### src/rtl/cache_mem_dm_ctrl_if.sv
// Requester, response and backing-memory signals of the
// direct-mapped write-through cache controller.
interface cache_mem_dm_ctrl_if #(
    parameter int DATA_W = 8,
    parameter int ADDR_W = 8
);
    logic              req_valid;
    logic              req_wr;
    logic [ADDR_W-1:0] req_addr;
    logic [DATA_W-1:0] req_wdata;
    logic              req_ready;
    logic              rsp_valid;
    logic [DATA_W-1:0] rsp_rdata;
    logic              rsp_hit;
    logic              flush;
    logic              mem_rd_en;
    logic              mem_wr_en;
    logic [ADDR_W-1:0] mem_addr;
    logic [DATA_W-1:0] mem_wdata;
    logic [DATA_W-1:0] mem_rdata;
    logic              mem_ack;

    modport slave (
        input  req_valid, req_wr, req_addr, req_wdata, flush,
        input  mem_rdata, mem_ack,
        output req_ready, rsp_valid, rsp_rdata, rsp_hit,
        output mem_rd_en, mem_wr_en, mem_addr, mem_wdata
    );

    modport master (
        output req_valid, req_wr, req_addr, req_wdata, flush,
        output mem_rdata, mem_ack,
        input  req_ready, rsp_valid, rsp_rdata, rsp_hit,
        input  mem_rd_en, mem_wr_en, mem_addr, mem_wdata
    );
endinterface

### src/rtl/cache_mem_dm_ctrl.sv
// Direct-mapped, one-word-line, write-through / write-no-allocate
// cache controller with miss refill, flush and hit/miss counters.
module cache_mem_dm_ctrl #(
    parameter int DATA_W = 8,
    parameter int ADDR_W = 8,
    parameter int LINES  = 16,
    parameter int CNT_W  = 16
) (
    input  logic                clk,
    input  logic                rst,
    cache_mem_dm_ctrl_if.slave  bus,
    output logic [CNT_W-1:0]    hit_cnt,
    output logic [CNT_W-1:0]    miss_cnt
);
    localparam int IDX_W = $clog2(LINES);
    localparam int TAG_W = ADDR_W - IDX_W;

    typedef enum logic [1:0] {IDLE, MEM_RD, MEM_WR, RESP} state_t;

    state_t             state_q, state_d;
    logic [LINES-1:0]   valid_q, valid_d;
    logic [TAG_W-1:0]   tag_q  [LINES];
    logic [DATA_W-1:0]  data_q [LINES];
    logic [ADDR_W-1:0]  addr_q, addr_d;
    logic [DATA_W-1:0]  wdata_q, wdata_d;
    logic               hit_q, hit_d;
    logic               rsp_valid_q, rsp_valid_d;
    logic [DATA_W-1:0]  rsp_rdata_q, rsp_rdata_d;
    logic               rsp_hit_q, rsp_hit_d;
    logic               mem_rd_en_q, mem_rd_en_d;
    logic               mem_wr_en_q, mem_wr_en_d;
    logic [CNT_W-1:0]   hit_cnt_q, hit_cnt_d;
    logic [CNT_W-1:0]   miss_cnt_q, miss_cnt_d;

    logic [IDX_W-1:0]   req_idx, lat_idx, line_idx;
    logic [TAG_W-1:0]   req_tag, line_tag;
    logic [DATA_W-1:0]  line_data;
    logic               line_we, lookup_hit, accept;

    assign req_idx    = bus.req_addr[IDX_W-1:0];
    assign req_tag    = bus.req_addr[ADDR_W-1:IDX_W];
    assign lat_idx    = addr_q[IDX_W-1:0];
    assign lookup_hit = valid_q[req_idx] && (tag_q[req_idx] == req_tag);

    assign bus.req_ready = (state_q == IDLE) && !bus.flush && !rst;
    assign accept        = bus.req_valid && bus.req_ready;

    assign bus.rsp_valid = rsp_valid_q;
    assign bus.rsp_rdata = rsp_rdata_q;
    assign bus.rsp_hit   = rsp_hit_q;
    assign bus.mem_rd_en = mem_rd_en_q;
    assign bus.mem_wr_en = mem_wr_en_q;
    assign bus.mem_addr  = addr_q;
    assign bus.mem_wdata = wdata_q;
    assign hit_cnt       = hit_cnt_q;
    assign miss_cnt      = miss_cnt_q;

    // Next-state: lookup on accept, memory handshakes, one-cycle response.
    always_comb begin
        state_d     = state_q;
        valid_d     = valid_q;
        addr_d      = addr_q;
        wdata_d     = wdata_q;
        hit_d       = hit_q;
        rsp_valid_d = 1'b0;
        rsp_rdata_d = '0;
        rsp_hit_d   = 1'b0;
        mem_rd_en_d = mem_rd_en_q;
        mem_wr_en_d = mem_wr_en_q;
        hit_cnt_d   = hit_cnt_q;
        miss_cnt_d  = miss_cnt_q;
        line_we     = 1'b0;
        line_idx    = req_idx;
        line_tag    = req_tag;
        line_data   = bus.req_wdata;
        unique case (state_q)
            IDLE: begin
                if (bus.flush) begin
                    valid_d = '0;
                end else if (accept) begin
                    addr_d  = bus.req_addr;
                    wdata_d = bus.req_wdata;
                    hit_d   = lookup_hit;
                    if (lookup_hit) begin
                        if (hit_cnt_q != '1)
                            hit_cnt_d = hit_cnt_q + CNT_W'(1);
                    end else if (miss_cnt_q != '1) begin
                        miss_cnt_d = miss_cnt_q + CNT_W'(1);
                    end
                    if (bus.req_wr) begin
                        // Write hit keeps the line coherent with memory.
                        line_we     = lookup_hit;
                        mem_wr_en_d = 1'b1;
                        state_d     = MEM_WR;
                    end else if (lookup_hit) begin
                        rsp_valid_d = 1'b1;
                        rsp_rdata_d = data_q[req_idx];
                        rsp_hit_d   = 1'b1;
                        state_d     = RESP;
                    end else begin
                        mem_rd_en_d = 1'b1;
                        state_d     = MEM_RD;
                    end
                end
            end
            MEM_RD: begin
                if (bus.mem_ack) begin
                    line_we           = 1'b1;
                    line_idx          = lat_idx;
                    line_tag          = addr_q[ADDR_W-1:IDX_W];
                    line_data         = bus.mem_rdata;
                    valid_d[lat_idx]  = 1'b1;
                    rsp_valid_d       = 1'b1;
                    rsp_rdata_d       = bus.mem_rdata;
                    rsp_hit_d         = hit_q;
                    mem_rd_en_d       = 1'b0;
                    state_d           = RESP;
                end
            end
            MEM_WR: begin
                if (bus.mem_ack) begin
                    rsp_valid_d = 1'b1;
                    rsp_hit_d   = hit_q;
                    mem_wr_en_d = 1'b0;
                    state_d     = RESP;
                end
            end
            RESP:    state_d = IDLE;
            default: state_d = IDLE;
        endcase
    end

    // Control state and registered outputs; reset abandons any memory access.
    always_ff @(posedge clk) begin
        if (rst) begin
            state_q     <= IDLE;
            valid_q     <= '0;
            addr_q      <= '0;
            wdata_q     <= '0;
            hit_q       <= 1'b0;
            rsp_valid_q <= 1'b0;
            rsp_rdata_q <= '0;
            rsp_hit_q   <= 1'b0;
            mem_rd_en_q <= 1'b0;
            mem_wr_en_q <= 1'b0;
            hit_cnt_q   <= '0;
            miss_cnt_q  <= '0;
        end else begin
            state_q     <= state_d;
            valid_q     <= valid_d;
            addr_q      <= addr_d;
            wdata_q     <= wdata_d;
            hit_q       <= hit_d;
            rsp_valid_q <= rsp_valid_d;
            rsp_rdata_q <= rsp_rdata_d;
            rsp_hit_q   <= rsp_hit_d;
            mem_rd_en_q <= mem_rd_en_d;
            mem_wr_en_q <= mem_wr_en_d;
            hit_cnt_q   <= hit_cnt_d;
            miss_cnt_q  <= miss_cnt_d;
        end
    end

    // Tag and data storage; contents are meaningless until valid is set.
    always_ff @(posedge clk) begin
        if (line_we && !rst) begin
            tag_q[line_idx]  <= line_tag;
            data_q[line_idx] <= line_data;
        end
    end
endmodule

### src/flat_wrapper.sv
// flat-port wrapper written by rule: the top's interface ports become plain ports
module cache_mem_dm_ctrl_flat 
#(
    parameter int DATA_W = 8,
    parameter int ADDR_W = 8,
    parameter int LINES  = 16,
    parameter int CNT_W  = 16
)
  (clk, rst, hit_cnt, miss_cnt, bus_req_valid, bus_req_wr, bus_req_addr, bus_req_wdata, bus_flush, bus_mem_rdata, bus_mem_ack, bus_req_ready, bus_rsp_valid, bus_rsp_rdata, bus_rsp_hit, bus_mem_rd_en, bus_mem_wr_en, bus_mem_addr, bus_mem_wdata);
  cache_mem_dm_ctrl_if #(.DATA_W(DATA_W), .ADDR_W(ADDR_W)) bus_i ();
  input  logic clk;
  input  logic rst;
  output logic [CNT_W-1:0] hit_cnt;
  output logic [CNT_W-1:0] miss_cnt;
  input wire logic [$bits(bus_i.req_valid)-1:0] bus_req_valid;
  input wire logic [$bits(bus_i.req_wr)-1:0] bus_req_wr;
  input wire logic [$bits(bus_i.req_addr)-1:0] bus_req_addr;
  input wire logic [$bits(bus_i.req_wdata)-1:0] bus_req_wdata;
  input wire logic [$bits(bus_i.flush)-1:0] bus_flush;
  input wire logic [$bits(bus_i.mem_rdata)-1:0] bus_mem_rdata;
  input wire logic [$bits(bus_i.mem_ack)-1:0] bus_mem_ack;
  output wire logic [$bits(bus_i.req_ready)-1:0] bus_req_ready;
  output wire logic [$bits(bus_i.rsp_valid)-1:0] bus_rsp_valid;
  output wire logic [$bits(bus_i.rsp_rdata)-1:0] bus_rsp_rdata;
  output wire logic [$bits(bus_i.rsp_hit)-1:0] bus_rsp_hit;
  output wire logic [$bits(bus_i.mem_rd_en)-1:0] bus_mem_rd_en;
  output wire logic [$bits(bus_i.mem_wr_en)-1:0] bus_mem_wr_en;
  output wire logic [$bits(bus_i.mem_addr)-1:0] bus_mem_addr;
  output wire logic [$bits(bus_i.mem_wdata)-1:0] bus_mem_wdata;
  assign bus_i.req_valid = bus_req_valid;
  assign bus_i.req_wr = bus_req_wr;
  assign bus_i.req_addr = bus_req_addr;
  assign bus_i.req_wdata = bus_req_wdata;
  assign bus_i.flush = bus_flush;
  assign bus_i.mem_rdata = bus_mem_rdata;
  assign bus_i.mem_ack = bus_mem_ack;
  assign bus_req_ready = bus_i.req_ready;
  assign bus_rsp_valid = bus_i.rsp_valid;
  assign bus_rsp_rdata = bus_i.rsp_rdata;
  assign bus_rsp_hit = bus_i.rsp_hit;
  assign bus_mem_rd_en = bus_i.mem_rd_en;
  assign bus_mem_wr_en = bus_i.mem_wr_en;
  assign bus_mem_addr = bus_i.mem_addr;
  assign bus_mem_wdata = bus_i.mem_wdata;
  cache_mem_dm_ctrl #(.DATA_W(DATA_W), .ADDR_W(ADDR_W), .LINES(LINES), .CNT_W(CNT_W)) u_core (.clk(clk), .rst(rst), .bus(bus_i), .hit_cnt(hit_cnt), .miss_cnt(miss_cnt));
endmodule
### config.mk
export PLATFORM = sky130hd
export DESIGN_NAME = cache_mem_dm_ctrl_flat
export DESIGN_NICKNAME = d
export VERILOG_FILES = /design/src/rtl/cache_mem_dm_ctrl_if.sv /design/src/rtl/cache_mem_dm_ctrl.sv /design/src/flat_wrapper.sv
export SDC_FILE = /design/constraint.sdc
export NUM_CORES = 1
export LEC_CHECK = 0
export CAP_MARGIN = 15
export CORE_MARGIN = 5
export CORE_UTILIZATION = 53
export DETAILED_ROUTE_END_ITERATION = 10
export GPL_TIMING_DRIVEN = 1
export HOLD_SLACK_MARGIN = 0.08
export PLACE_DENSITY = 0.8
export REMOVE_ABC_BUFFERS = 1
export SYNTH_ARGS = -nofsm -noshare
export SYNTH_HDL_FRONTEND = slang
export SYNTH_SLANG_ARGS = --single-unit
export TNS_END_PERCENT = 10
### constraint.sdc
create_clock -name clk -period 5.7 [get_ports clk]
set_input_delay 1.14 -clock clk [delete_from_list [all_inputs] [get_ports clk]]
set_output_delay 1.14 -clock clk [all_outputs]
set_load 0.005 [all_outputs]
* Yosys cells after proc, flatten, opt, wreduce, memory -nomap -nowiden
Memory sizes are Yosys's and may differ from the RTL's. Cells that the tools add are included.
Cells by class: mux-type cells 49, equality and inequality tests 15, bitwise logic cells 3, add/subtract/negate cells 2, order comparisons 3, reduce and logical (&&, ||, !) cells 19
Operator list (number):
- $mux 8 | 7
- $add 16x1->16 const B | 2
- $mux 16 | 2
- $ne 16x16->1 const B | 2
- $pmux 16 s2 | 1
- $mux 1 | 21
- $mux 4 | 4
- $or 16x16->16 | 1
- $pmux 8 s2 | 1
- $reduce_and 5->1 | 3
- $ne 2x2->1 const B | 7
- $lt 4x5->1 const B | 2
- $mux 2 | 5
- $pmux 1 s2 | 5
- $reduce_and 3->1 | 3
- $logic_and 1x1->1 | 6
- $pmux 2 s3 | 1
- $reduce_and 6->1 | 1
- $bmux 1 s4 | 1
- $demux 1 s4 | 1
- $eq 2x2->1 const B | 2
- $eq 4x4->1 | 1
- $ge 4x1->1 const B | 1
- $ne 2x1->1 const B | 2
- 6 further kinds | 9
Word-level totals: input port bits 30, output and inout bits 61, memory bits (writable) 192, memories kept 2, flip-flop bits (word level) 79
Memory list:
- u_core.data_q | depth 16, bits a word 8, read ports 1, clocked after memory_dff 0, wr ports 1, line cache_mem_dm_ctrl.sv:23 | logic [DATA_W-1:0] data_q [LINES];
- u_core.tag_q | depth 16, bits a word 4, read ports 1, clocked after memory_dff 0, wr ports 1, line cache_mem_dm_ctrl.sv:22 | logic [TAG_W-1:0] tag_q [LINES];

* Depth between registers and ports, before layout
depth in word-level cells 10, depth in mapped cells 12

* Worst setup path before layout
OpenSTA, ideal clock, no wires.
path type in2reg, start point input bus_req_addr[0], end point memory u_core.data_q[8][0], enable pin, data arrival time 4.019 ns, setup slack 1.301 ns, stages on the path 9, library setup time 0.380 ns, cells stage by stage buf_6 mux4_2 mux4_2 xor2_1 or4_1 clkbuf_1 buf_2 o21a_1 nor2_1
Between the ends: cells in the longest elaborated chain, start to end 10
RTL lines:
- start: declaration | line flat_wrapper.sv:17 | input wire logic [$bits(bus_i.req_addr)-1:0] bus_req_addr;
- $mem_v2 16x4 / $bmux 1 s4 (equally long branches)
- $eq 4x4->1 / $mux 1 (equally long branches) | line cache_mem_dm_ctrl.sv:43 | assign lookup_hit = valid_q[req_idx] && (tag_q[req_idx] == req_tag);
- $logic_and 1x1->1 | line cache_mem_dm_ctrl.sv:43
- $mux 1 | line cache_mem_dm_ctrl.sv:90 | if (bus.req_wr) begin
- $mux 1 | line cache_mem_dm_ctrl.sv:80 | end else if (accept) begin
- $mux 1 | line cache_mem_dm_ctrl.sv:78 | if (bus.flush) begin
- $pmux 1 s2 | line cache_mem_dm_ctrl.sv:76 | unique case (state_q)
- $logic_and 1x1->1 | line cache_mem_dm_ctrl.sv:166 | if (line_we && !rst) begin
- $mux 1 | line cache_mem_dm_ctrl.sv:166
- $mux 1 (not written as such) | line cache_mem_dm_ctrl.sv:168 | data_q[line_idx] <= line_data;
- end: declaration | line cache_mem_dm_ctrl.sv:23
Several ways; a longest one is shown, not always the timed one. The select of a mux whose other input is x is not followed.

* Final worst setup path
start point input bus_req_addr[0], end point memory u_core.data_q[8][4], enable pin
Same word-level chain as after synthesis.

==> flow_metrics.py <==
metrics = {
    "sta": {
        "post-route-period-util": 0.775,
        "finalSetupViolCount": 0,
        "layout_setup_ws_ns": 1.29,
        "min_period_ns": 4.41,
        "tns_ns": 0,
        "worstMarginPinSlew_ns": 1.06,
        "clock_skew_ns": 0.0121,
        "slew_viol_final": 0,
        "max_slew_margin": 0.288,
        "finalHoldViolCount": 0,
        "max_freq_ghz": 0.227,
        "rsz0062_at_grt": "no",
    },
    "cts": {
        "clock_latency_ns": 0.54,
        "cts_inserted_buffers": 28,
        "cts.path.max_buffers": 3,
        "worst_setup_hold_path_clk_slew_ns": 0.06,
        "cts_tree": "built",
        "htree_levels": 1,
        "cts_sinks": 271,
        "post_cts_buffers": 0,
        "cts-root-buf": "clkbuf_16",
        "cts_resized": 0,
        "holdBufCountCts": 0,
    },
    "place": {
        "port-buffer-count": 90,
        "dp_hpwl_um": 17300,
        "place_ws_ns": 0.780,
        "place_congestion": 0.818,
    },
    "hold_path": {
        "min_path_type": "register to register",
        "min_from": "u_core.bus.mem_wdata[2]",
        "hold_depth": 2,
        "whs_endpoint": "u_core.bus.mem_wdata[2]",
    },
    "worst_setup_path": {
        "r2r_slack_ns": 2.13,
        "start_kind": "input pin",
        "cpMaxStageDelayCell": "mux4_2",
        "timing.rr.end": "u_core.data_q[8][4]",
        "max_stage_delay_ns": 0.55,
        "end_kind": "register",
        "required_ns": 5.94,
        "criticalPathCategory": "input pin to register",
        "cp_max_fo": 30,
        "r2r_start": "u_core.tag_q[10][3]",
        "crit_top_cell": "buf_4",
        "crit_path_cell_trace": "buf_4, buf_4, mux4_2, nand3_1, nand4_1, xor2_1, or4_1, buf_4, o21a_1, nor2_1, buf_4",
        "reg2regPathDepth": 8,
        "critPathArrivalTime_ns": 4.66,
    },
    "die": {
        "core_area_um2": 21000,
        "initial_core_util": 0.536,
        "io_pins": 91,
        "die_area_um2": 24200,
        "std_cell_rows": 53,
        "die_h_um": 156,
        "dieWidth_um": 156,
    },
    "final_layout": {
        "drive_gt1_frac": 0.183,
        "final_common_cell": "edfxtp_1",
        "syn_to_final_growth_pct": 19.9,
        "mostFrequentLayoutCells": "192 x edfxtp_1, 87 x clkdlybuf4s50_1, 79 x dfxtp_1, 73 x nand2_1, 72 x nor2_1",
        "n_antenna_cell": 0,
        "nets": 929,
    },
    "logic_synthesis": {
        "syn_avg_cell_area_um2": 14.4,
        "synthCells": 782,
        "synth_area_um2": 11200,
        "synth-seq-area-share": 0.654,
        "synthTopCellsByArea": "edfxtp_1 51%, dfxtp_1 14%, mux4_2 12%",
        "yosys.cell_types.count": 48,
        "ys_async_sr_fraction": 0,
        "synth-edff-count": 192,
        "synth_top_cell_area_share": 0.513,
        "ys_seq_elements": 271,
        "synth_ff_type": "edfxtp_1",
        "yosys_warnings": 0,
        "synth.largest_area_cell": "edfxtp_1",
    },
    "global_routing": {
        "gr-usage-met1": 0.318,
        "met3_usage": 0.0433,
        "grt_first_pass_wirelength_um": 42400,
        "grt_usage": 0.228,
        "grt_max_degree": 44,
        "use_met2": 0.371,
        "antenna_found_initial": 0,
        "busiest_layer": "met2",
        "grt_remaining_overflow": 0,
        "grt_pass1_vias": 7292,
    },
    "power_and_ir_drop": {
        "p_per_area_nw_per_um2": 338,
        "ir_worst_vdd_mv": 0.289,
        "leakage_nw": 4.52,
    },
    "routing": {
        "first_pass_iters": 5,
        "drc": 0,
        "wl_per_cell_um": 22.9,
        "via_per_inst": 6.12,
        "drt_iter0_markers": 698,
        "totalWireLength_um": 27200,
        "ant_nets": 0,
        "dr_total_vias": 7279,
    },
    "flow_run": {
        "max_cap_viol_count": 0,
    },
    "run_status": {
        "status": "finished, final reports clean",
    },
}
[state kept, by name (all words and copies together) (netlist names)]
register and flops:
u_core.bus.rsp_rdata 8, u_core.data_q 128, u_core.hit_q 1, u_core.bus.rsp_valid 1, u_core.bus.rsp_hit 1, u_core.hit_cnt 16
u_core.valid_q 16, u_core.tag_q 64, u_core.bus.mem_wdata 8, u_core.bus.mem_addr 8, u_core.miss_cnt 16, u_core.state_q 2
u_core.bus.mem_rd_en 1, u_core.bus.mem_wr_en 1
[how the worst max path moves through the flow]
stage,from,to,slack (ns),depth (start not counted)
after global placement,bus_req_addr[3],u_core.data_q[8][3],0.86,9
after CTS,bus_req_addr[0],u_core.data_q[8][4],1.29,11
final,bus_req_addr[0],u_core.data_q[8][4],1.29,11
after global routing,bus_req_addr[0],u_core.data_q[8][4],1.08,11
after floorplan,bus_req_addr[0],u_core.data_q[0][0],0.32,6
after detailed placement,bus_req_addr[3],u_core.data_q[8][3],0.78,9
[cell families (layout without fill, tap and decap cells)]
group                    count (synthesis)  in the layout  share of synthesized area
AO/OA/AOI/OAI                           82             82                     0.0471
adder cells (fa/ha/maj)                  6              6                    0.00668
buffers and inverters                   57            190                     0.0205
flip-flops                             271            271                      0.654
AND/OR/NAND/NOR                        260            260                      0.110
multiplexers                           102            102                      0.159
XOR/XNOR                                 4              4                    0.00312
[cells in the mapped netlist (all sizes together) (11+ instances only)]
cell	number
edfxtp	192
inv	11
nand3	33
mux2i	15
a21oi	23
nor2	72
mux2	29
clkbuf	31
nand2	73
buf	14
nand4	11
o21ai	17
dfxtp	79
nor2b	18
nor3	14
mux4	58
[layout make-up]
type                            count  area [um^2]
Clock buffer                       36          752
Clock inverter                     16          153
Fill cell                        1515         7480
Inverter                           12         45.0
Multi-Input combinational cell    454         3670
Sequential cell                   271         7350
Tap cell                          275          344
Timing Repair Buffer              126         1160
[worst max-delay path: cells and delay by family]
kind	cells	cell delay, ns
buffers and inverters	4	1.32
AND/OR/NAND/NOR	4	1.13
multiplexers	1	0.55
AO/OA/AOI/OAI	1	0.26
XOR/XNOR	1	0.22
[per-stage QoR]
stage | power, mW | std cells | area [um^2] | util | hold slack [ns]
final | 4.55 | 1190 | 13500 | 0.643 | 0.466
after global routing | 4.73 | 1190 | 13500 | 0.643 | 0.492
after CTS | 4.58 | 1190 | 13500 | 0.643 | 0.466
after detailed placement | 2.79 | 1138 | 12600 | 0.600 | 0.457
after global placement | 2.77 | 1138 | 12600 | 0.600 | 0.443
after floorplan | 2.56 | 737 | 11100 | - | 0.431
[routing by layer]
layer | routed length (um) | vias to the layer above
li1 | - | 3228
met1 | 10800 | 3631
met2 | 13300 | 371
met3 | 2450 | 49
met4 | 614 | 0
met5 | 0 | -
[power by group]
group,switching [mW],internal (mW)
combinational,0.318,0.200
clock,0.739,1.06
sequential,0.0332,2.20
total,1.09,3.46
Power figures use the tool's default switching activity.
